`src/rtl/sha256_pkg.sv`:
```
// Shared SHA-256 front-end definitions: block geometry, padding constant and padder FSM states.
package sha256_pkg;

   localparam int unsigned BLOCK_WORDS = 16;
   localparam int unsigned WORD_BITS   = 32;
   localparam int unsigned BLOCK_BITS  = BLOCK_WORDS * WORD_BITS;

   localparam logic [WORD_BITS-1:0] PAD_WORD = 32'h8000_0000;

   typedef enum logic [1:0] {
      FILL,
      PAD,
      EMIT
   } padder_state_t;

endpackage

```
`src/rtl/sha256_msg_padder_if.sv`:
```
// Word-stream input and 512-bit block output of the SHA-256 message padder.
interface sha256_msg_padder_if;

   logic [sha256_pkg::WORD_BITS-1:0]  in_data;
   logic                              in_valid;
   logic                              in_last;
   logic [1:0]                        in_bytes;
   logic                              in_ready;
   logic                              blk_ready;
   logic [sha256_pkg::BLOCK_BITS-1:0] M;
   logic                              M_valid;
   logic                              M_first;
   logic                              M_final;

   modport master (
      output in_data, in_valid, in_last, in_bytes, blk_ready,
      input  in_ready, M, M_valid, M_first, M_final
   );

   modport slave (
      input  in_data, in_valid, in_last, in_bytes, blk_ready,
      output in_ready, M, M_valid, M_first, M_final
   );

endinterface

```
`src/rtl/sha256_last_word.sv`:
```
// Closing-word formatter: keeps the left-justified valid bytes, inserts 0x80 after them
// and zeroes the remaining (garbage) bytes; reports the valid byte count (0 encodes 4).
module sha256_last_word
   import sha256_pkg::*;
(
   input  logic [WORD_BITS-1:0] data,
   input  logic [1:0]           bytes,
   output logic [WORD_BITS-1:0] word,
   output logic [2:0]           nbytes
);

   always_comb begin
      word   = data;
      nbytes = 3'd4;
      case (bytes)
         2'd1: begin
            word   = {data[31:24], 8'h80, 16'h0000};
            nbytes = 3'd1;
         end
         2'd2: begin
            word   = {data[31:16], 8'h80, 8'h00};
            nbytes = 3'd2;
         end
         2'd3: begin
            word   = {data[31:8], 8'h80};
            nbytes = 3'd3;
         end
         default: begin
            word   = data;
            nbytes = 3'd4;
         end
      endcase
   end

endmodule

```
`src/rtl/sha256_msg_padder.sv`:
```
// SHA-256 message padder: packs a 32-bit word stream into 512-bit blocks and appends
// the 0x80 marker, zero fill and 64-bit bit length.
module sha256_msg_padder
   import sha256_pkg::*;
#(
   parameter int unsigned LEN_BITS = 64
) (
   input  logic               clk,
   input  logic               rst,
   sha256_msg_padder_if.slave bus
);

   localparam int unsigned IDX_W      = 5;
   localparam int unsigned LEN_HI_IDX = 14;
   localparam int unsigned LEN_LO_IDX = 15;

   padder_state_t       state;
   logic [IDX_W-1:0]    idx;
   logic [IDX_W-1:0]    idx_inc;
   logic [LEN_BITS-1:0] len;
   logic [63:0]         len64;
   logic                pad_done;
   logic                first_pend;
   logic                final_pend;
   logic                last_seen;
   logic                spill;
   logic [WORD_BITS-1:0] blk_buf [BLOCK_WORDS];

   logic [WORD_BITS-1:0] lw_word;
   logic [2:0]           lw_nbytes;
   logic [2:0]           acc_nbytes;
   logic [WORD_BITS-1:0] fill_word;
   logic [WORD_BITS-1:0] pad_word;

   sha256_last_word u_last_word (
      .data   (bus.in_data),
      .bytes  (bus.in_bytes),
      .word   (lw_word),
      .nbytes (lw_nbytes)
   );

   assign idx_inc    = idx + IDX_W'(1);
   assign len64      = 64'(len);
   assign acc_nbytes = bus.in_last ? lw_nbytes : 3'd4;
   assign fill_word  = bus.in_last ? lw_word : bus.in_data;

   // Padding word for the current slot; a spilled marker forces zeros until the next block.
   always_comb begin
      pad_word = '0;
      if (!pad_done) begin
         pad_word = PAD_WORD;
      end else if (spill) begin
         pad_word = '0;
      end else if (idx == IDX_W'(LEN_HI_IDX)) begin
         pad_word = len64[63:32];
      end else if (idx == IDX_W'(LEN_LO_IDX)) begin
         pad_word = len64[31:0];
      end
   end

   always_ff @(posedge clk or posedge rst) begin
      if (rst) begin
         state      <= FILL;
         idx        <= '0;
         len        <= '0;
         pad_done   <= 1'b0;
         first_pend <= 1'b1;
         final_pend <= 1'b0;
         last_seen  <= 1'b0;
         spill      <= 1'b0;
         for (int i = 0; i < int'(BLOCK_WORDS); i++) begin
            blk_buf[i] <= '0;
         end
      end else begin
         case (state)
            FILL: begin
               if (bus.in_valid) begin
                  blk_buf[idx[3:0]] <= fill_word;
                  idx               <= idx_inc;
                  len               <= len + LEN_BITS'({acc_nbytes, 3'b000});
                  if (bus.in_last) begin
                     last_seen <= 1'b1;
                     if (lw_nbytes != 3'd4) begin
                        pad_done <= 1'b1;
                        // No room left for the 64-bit length behind the marker.
                        if (idx_inc > IDX_W'(LEN_HI_IDX)) begin
                           spill <= 1'b1;
                        end
                     end
                  end
                  if (idx_inc == IDX_W'(BLOCK_WORDS)) begin
                     state <= EMIT;
                  end else if (bus.in_last) begin
                     state <= PAD;
                  end
               end
            end

            PAD: begin
               blk_buf[idx[3:0]] <= pad_word;
               idx               <= idx_inc;
               if (!pad_done) begin
                  pad_done <= 1'b1;
                  if (idx_inc > IDX_W'(LEN_HI_IDX)) begin
                     spill <= 1'b1;
                  end
               end else if (!spill && idx == IDX_W'(LEN_LO_IDX)) begin
                  final_pend <= 1'b1;
               end
               if (idx_inc == IDX_W'(BLOCK_WORDS)) begin
                  state <= EMIT;
               end
            end

            EMIT: begin
               if (bus.blk_ready) begin
                  idx        <= '0;
                  spill      <= 1'b0;
                  first_pend <= final_pend;
                  if (final_pend) begin
                     len        <= '0;
                     pad_done   <= 1'b0;
                     final_pend <= 1'b0;
                     last_seen  <= 1'b0;
                     state      <= FILL;
                  end else if (last_seen) begin
                     state <= PAD;
                  end else begin
                     state <= FILL;
                  end
               end
            end

            default: state <= FILL;
         endcase
      end
   end

   assign bus.in_ready = (state == FILL);
   assign bus.M_valid  = (state == EMIT) && bus.blk_ready;
   assign bus.M_first  = (state == EMIT) && first_pend;
   assign bus.M_final  = (state == EMIT) && final_pend;

   for (genvar g = 0; g < int'(BLOCK_WORDS); g++) begin : g_block_out
      assign bus.M[BLOCK_BITS-1-WORD_BITS*g -: WORD_BITS] = blk_buf[g];
   end

endmodule

```
`src/flat_wrapper.sv`:
```
// flat-port wrapper written by rule: the top's interface ports become plain ports
module sha256_msg_padder_flat import sha256_pkg::*;
#(
   parameter int unsigned LEN_BITS = 64
)
  (clk, rst, bus_in_data, bus_in_valid, bus_in_last, bus_in_bytes, bus_blk_ready, bus_in_ready, bus_M, bus_M_valid, bus_M_first, bus_M_final);
  sha256_msg_padder_if bus_i ();
  input  logic clk;
  input  logic rst;
  input wire logic [$bits(bus_i.in_data)-1:0] bus_in_data;
  input wire logic [$bits(bus_i.in_valid)-1:0] bus_in_valid;
  input wire logic [$bits(bus_i.in_last)-1:0] bus_in_last;
  input wire logic [$bits(bus_i.in_bytes)-1:0] bus_in_bytes;
  input wire logic [$bits(bus_i.blk_ready)-1:0] bus_blk_ready;
  output wire logic [$bits(bus_i.in_ready)-1:0] bus_in_ready;
  output wire logic [$bits(bus_i.M)-1:0] bus_M;
  output wire logic [$bits(bus_i.M_valid)-1:0] bus_M_valid;
  output wire logic [$bits(bus_i.M_first)-1:0] bus_M_first;
  output wire logic [$bits(bus_i.M_final)-1:0] bus_M_final;
  assign bus_i.in_data = bus_in_data;
  assign bus_i.in_valid = bus_in_valid;
  assign bus_i.in_last = bus_in_last;
  assign bus_i.in_bytes = bus_in_bytes;
  assign bus_i.blk_ready = bus_blk_ready;
  assign bus_in_ready = bus_i.in_ready;
  assign bus_M = bus_i.M;
  assign bus_M_valid = bus_i.M_valid;
  assign bus_M_first = bus_i.M_first;
  assign bus_M_final = bus_i.M_final;
  sha256_msg_padder #(.LEN_BITS(LEN_BITS)) u_core (.clk(clk), .rst(rst), .bus(bus_i));
endmodule
```
`config.mk`:
```
export PLATFORM = sky130hd
export DESIGN_NAME = sha256_msg_padder_flat
export DESIGN_NICKNAME = d
export VERILOG_FILES = /design/src/rtl/sha256_pkg.sv /design/src/rtl/sha256_msg_padder_if.sv /design/src/rtl/sha256_last_word.sv /design/src/rtl/sha256_msg_padder.sv /design/src/flat_wrapper.sv
export SDC_FILE = /design/constraint.sdc
export NUM_CORES = 1
export LEC_CHECK = 0
export BUFFER_PORTS_ARGS = -buffer_cell sky130_fd_sc_hd__buf_2
export CAP_MARGIN = 20
export CORE_ASPECT_RATIO = 0.7
export CORE_MARGIN = 3
export CORE_UTILIZATION = 40
export DETAILED_ROUTE_END_ITERATION = 8
export SLEW_MARGIN = 20
export SYNTH_ARGS = -nofsm -noshare
export SYNTH_HDL_FRONTEND = slang
export SYNTH_SLANG_ARGS = --single-unit
```
`constraint.sdc`:
```
create_clock -name clk -period 24.4 [get_ports clk]
set_input_delay 3.66 -clock clk [delete_from_list [all_inputs] [get_ports clk]]
set_output_delay 3.66 -clock clk [all_outputs]
set_load 0.02 [all_outputs]
```
* Word level (Yosys, flattened, before mapping) *
Index checks and enable logic that the tools add are counted.

word-level totals
  register bits after elaboration = 588
  bits of input ports = 39
  output and inout bits = 516
  logic and storage cells = 117

operators by class
  add/sub/neg operators = 2
  order comparisons = 3
  eq/ne operators = 19
  muxes and demuxes = 48
  bitwise logic cells = 1
  reduce and logical (&&, ||, !) cells = 20

operators with widths
  kind                                                                   count
  512-bit bitwise mux                                                    2
  512-bit one-hot mux with 2 select lines                                1
  512-bit two-way mux                                                    1
  64-bit two-way mux                                                     3
  32-bit two-way mux                                                     5
  32-bit demux with 4-bit select                                         1
  64-bit one-hot mux with 2 select lines                                 1
  24-bit one-hot mux with 3 select lines                                 1
  64-bit by 6-bit adder with 64-bit output                               1
  24-bit two-way mux                                                     1
  1-bit two-way mux                                                      16
  5-bit one-hot mux with 3 select lines                                  1
  2-bit two-way mux                                                      6
  4-bit AND reduction                                                    3
  6-bit AND reduction                                                    2
  5-bit by 4-bit equality test with 1-bit output, second input constant  2
  5-bit two-way mux                                                      2
  2-bit by 1-bit != test with 1-bit output, second input constant        5
  3-bit one-hot mux with 3 select lines                                  1
  2-bit != test, second input constant                                   4
  2-bit equality test, second input constant                             3
  1-bit one-hot mux with 3 select lines                                  2
  2-bit one-hot mux with 3 select lines                                  1
  2-bit nonzero test                                                     3
  18 further kinds                                                       25

* Longest topological paths before layout *
  depth in word-level cells = 8
  mapped depth = 11
  depth with buffers taken out = 10

* Hierarchy *
Synthesis repeated with hierarchy kept, for this count alone.

unflattened totals
  cells, all modules = 1766
  area total of the unflattened synthesis = 24323.3 µm²

modules (own cells, without submodules)
  module             instances  cells each  area an instance (µm²)  sequential area each (µm²)
  sha256_msg_padder  1          1726        24073.1                 14640.3
  sha256_last_word   1          40          250.2                   0.0

* Least setup slack after synthesis *
No wires, ideal clock.

  kind = input-to-output
  start = input bus_blk_ready
  end = output bus_M_valid
  data arrival time = 4059 ps
  data required time = 20740 ps
  slack = 16681 ps
  stages on the path = 2
  buffers on the path = 1
  path through = and2_1 clkbuf_1

on the way
  word-level cells in the longest chain between the ends = 1

ends and longest elaborated chain
  item               line                      source
  start, declared    flat_wrapper.sv:14        input wire logic [$bits(bus_i.blk_ready)-1:0] bus_blk_ready;
  1-bit logical AND  sha256_msg_padder.sv:140  assign bus.M_valid = (state == EMIT) && bus.blk_ready;
  end, declared      flat_wrapper.sv:17        output wire logic [$bits(bus_i.M_valid)-1:0] bus_M_valid;

Every way passes these cells.

* Final worst setup path *
Ends and elaborated chain as after synthesis.

==> metrics.md <==
| Metric | Value |
|---|---|
| CP Capture Point | `bus_M_valid` |
| FF-to-FF End | `u_core.bus.M[394]` |
| Port Buf Inserts | `approximately 550` |
| Power per cell area | `132 nW/um^2` |
| Vias in the first global route | `about 18000` |
| Kind of end point of the critical path | `primary output` |
| Placement row count | `72` |
| CTS clk-pin slew, worst paths | `approximately 60 ps` |
| Clk_skew | `approximately 25 ps` |
| Detailed Route WL | `73800 microns` |
| Min cycle time layout | `roughly 7900 ps` |
| DR vias | `18300` |
| Grt total ovfl | `0` |
| TritonCTS buffer count | `55` |
| Gpl congestion | `0.884` |
| Tcrit/Tclk final | `0.322` |
| H-tree Lvls | `2` |
| Slew at the pin with the worst max-slew slack | `roughly 1200 ps` |
| Slowest cell on the critical path | `and2_1` |
| Die ar. | `59600 sq um` |
| Number of synthesized flops with an enable pin | `0` |
| TritonCTS clock tree | `done` |
| Initial core utilization | `0.408` |
| Setup TNS | `0 ps` |
| Final setup fails | `0` |
| Area post-placement | `26100 sq um` |
| Final Max Slew Viols | `0` |
| #FFs+latches synth | `between 500 and 600` |
| Post-cts resize count | `0` |
| Arrival @ worst endpoint | `roughly 4200 ps` |
| Count of different cell masters after synthesis | `between 50 and 60` |
| Peak supply drop | `about 67 uV` |
| CP required | `about 21000 ps` |
| Critical-path maximum fanout | `6` |
| Fmax | `roughly 0.13 GHz` |
| Status | `finished, final reports clean` |
| Dominant synthesized flop cell | `dfrtp_1` |
| Critical-path cell list | `buf_2 > and2_1 > buf_2` |
| Cells after Synth | `~2300` |
| Core Util, Final | `0.505` |
| Register Area | `~15000 sq um` |
| Top-area cell type share of the netlist area | `0.645` |
| DRC viols | `0` |
| DP Wirelength | `about 51000 microns` |
| Initial antenna violation count | `0` |
| Die Y-Extent | `205 microns` |
| Multi-input gate area | `~7500 sq um` |
| Worst-Skew Late Latency | `roughly 600 ps` |
| Longest Clk Path Bufs | `3` |
| Largest net degree at the start of global routing | `about 140` |
| Reg2reg start | `u_core.state[1]` |
| Area of the mapped netlist | `around 23000 sq um` |
| Ranking of synthesized cells by area | `dfrtp_1 64%, o21ai_0 12%, nand2_1 9.8%` |
| Num ports | `~560` |
| All-layer global routing usage | `0.243` |
| Net Count, Synth | `between 2000 and 2500` |
| Worst slew margin | `0.217` |
| CP startpoint kind | `input port` |
| DR iter-0 viols | `1305` |
| Max-capacitance violation count | `0` |
| Hold Buf Count CTS | `0` |
| P_leak | `around 14 nW` |
| Most used cell, CP | `buf_2` |
| Layout area overhead | `23.9%` |
| Fraction of registers with async set/reset | `1.00` |
| CTS Sinks | `585` |
| WL/cell | `around 21 microns` |
| Global-route wire length before repair | `between 100000 and 150000 microns` |
| Yosys top cell by area | `dfrtp_1` |
| Core Box Area | `approximately 56000 sq um` |
| Register area share after synthesis | `0.646` |
| Root Buffer | `clkbuf_16` |
| Yosys warnings | `0` |
| Critical path class | `in -> out` |
| Die width | `between 200 and 300 microns` |
| Routed vias/inst | `5.20` |
| Min-Delay Path Class | `reg -> reg` |
| Layout Nets | `2796` |
| Crit path launch | `bus_blk_ready` |
| Final hold violations | `0` |
| 1st-pass router iterations | `6` |
| Critical path's largest stage delay | `approximately 230 ps` |
| Design Area, Final | `around 28000 sq um` |
| Fillcell total | `a little over 5000` |
| Share of cells above drive strength 1 | `0.269` |
| FF-to-FF path depth | `5` |
| RSZ-0062 raised after global routing | `no` |
| Average size of a mapped cell | `~10 sq um` |
| Final ANT Viol Nets | `0` |
| Reg-to-reg slack, setup | `20890 ps` |
| Setup Fix Bufs, Post-CTS | `0` |
[worst min-delay path by stage]
stage	cells after the start	startpoint	end	slack, ps
floorplan	2	u_core.idx[4]	u_core.idx[4]	450
global placement	2	u_core.bus.M[502]	u_core.bus.M[502]	460
detailed placement	2	u_core.bus.M[114]	u_core.bus.M[114]	460
CTS	2	u_core.bus.M[126]	u_core.bus.M[126]	480
global route	2	u_core.bus.M[473]	u_core.bus.M[473]	490
finish	2	u_core.bus.M[50]	u_core.bus.M[50]	470
[cell usage in the layout (no fill, tap or decap), drive strengths merged, types with 14 or more instances in the layout]
master  Yosys  routed
xnor2      31      31
buf        14     587
clkbuf    152      76
nand3      51      51
nand4      15      15
or3        14      14
a21oi      77      77
nand2     589     589
inv        20      20
xor2       17      17
nor2       72      72
o21ai     534     534
nor3       15      15
dfrtp     584     584
[per-layer routing]
metal,track usage,vias to the layer above,share of wire
met5,0,-,0
met4,0.0974,0,0.041
met3,0.0601,137,0.080
met2,0.384,685,0.46
met1,0.324,9018,0.42
li1,-,8508,-
[critical path: cells and delay by family]
family	cells	cell delay [ps]
buf+inv	2	320
simple gates	1	230
[flip-flops by register name, summed over array words and instances, names as in the netlist]
name and cells:
u_core.first_pend 1, u_core.final_pend 1, u_core.bus.M 512, u_core.last_seen 1
u_core.idx 5, u_core.state 2, u_core.len 61, u_core.pad_done 1
u_core.spill 1
[metrics by stage]
| stage | instances | power, W | worst slack [ps] | hold slack (ps) |
|---|---|---|---|---|
| floorplan | 2268 | 0.00225 | 4370 | 450 |
| global placement | 3427 | 0.00280 | 16540 | 455 |
| detailed placement | 3428 | 0.00284 | 16530 | 465 |
| CTS | 3528 | 0.00373 | 16530 | 479 |
| global route | 3529 | 0.00392 | 16480 | 490 |
| finish | 3530 | 0.00370 | 16530 | 474 |
[Yosys cell counts, types with 3 or more instances]
library cell,number
and4_1,4
nand4_1,13
xor2_1,17
buf_1,3
o21ai_0,534
o22ai_1,4
clkbuf_1,152
nor2b_1,7
buf_2,8
nor4_1,4
nand2_1,589
nand3_1,51
a22oi_1,3
and3_1,9
ha_1,10
and2_1,7
a21oi_1,77
inv_1,20
nand2b_1,3
nor3_1,7
dfrtp_1,584
nor2_1,72
xnor2_1,31
or3_1,14
nor4_4,4
nor3_2,8
[area by class of cell]
| type | instances | share of cell area |
|---|---|---|
| sequential | 585 | 0.521 |
| multi-input combinational | 1497 | 0.268 |
| timing repair buffer | 587 | 0.108 |
| clock buffer | 76 | 0.0550 |
| tap | 740 | 0.0330 |
| clock inverter | 24 | 0.0110 |
| inverter | 20 | 0.00294 |
| antenna | 1 | 0.0000891 |
[logic make-up (layout without fill, tap and decap cells)]
kind of cell             count (synthesis)  after routing  synth area share
flip-flops                             585            585             0.646
adder cells (fa/ha/maj)                 11             11           0.00640
XOR/XNOR                                48             48            0.0186
AO/OA/AOI/OAI                          632            632             0.143
AND/OR/NAND/NOR                        806            806             0.154
other                                    0              1                 0
buffers and inverters                  186            707            0.0321
[where the power goes]
part	total (W)	internal [W]	switching [W]
Sequential	0.00147	0.00129	0.000184
Clock	0.000882	0.000507	0.000375
Combinational	0.00135	0.000360	0.000989
Power figures use the tool's default switching activity.
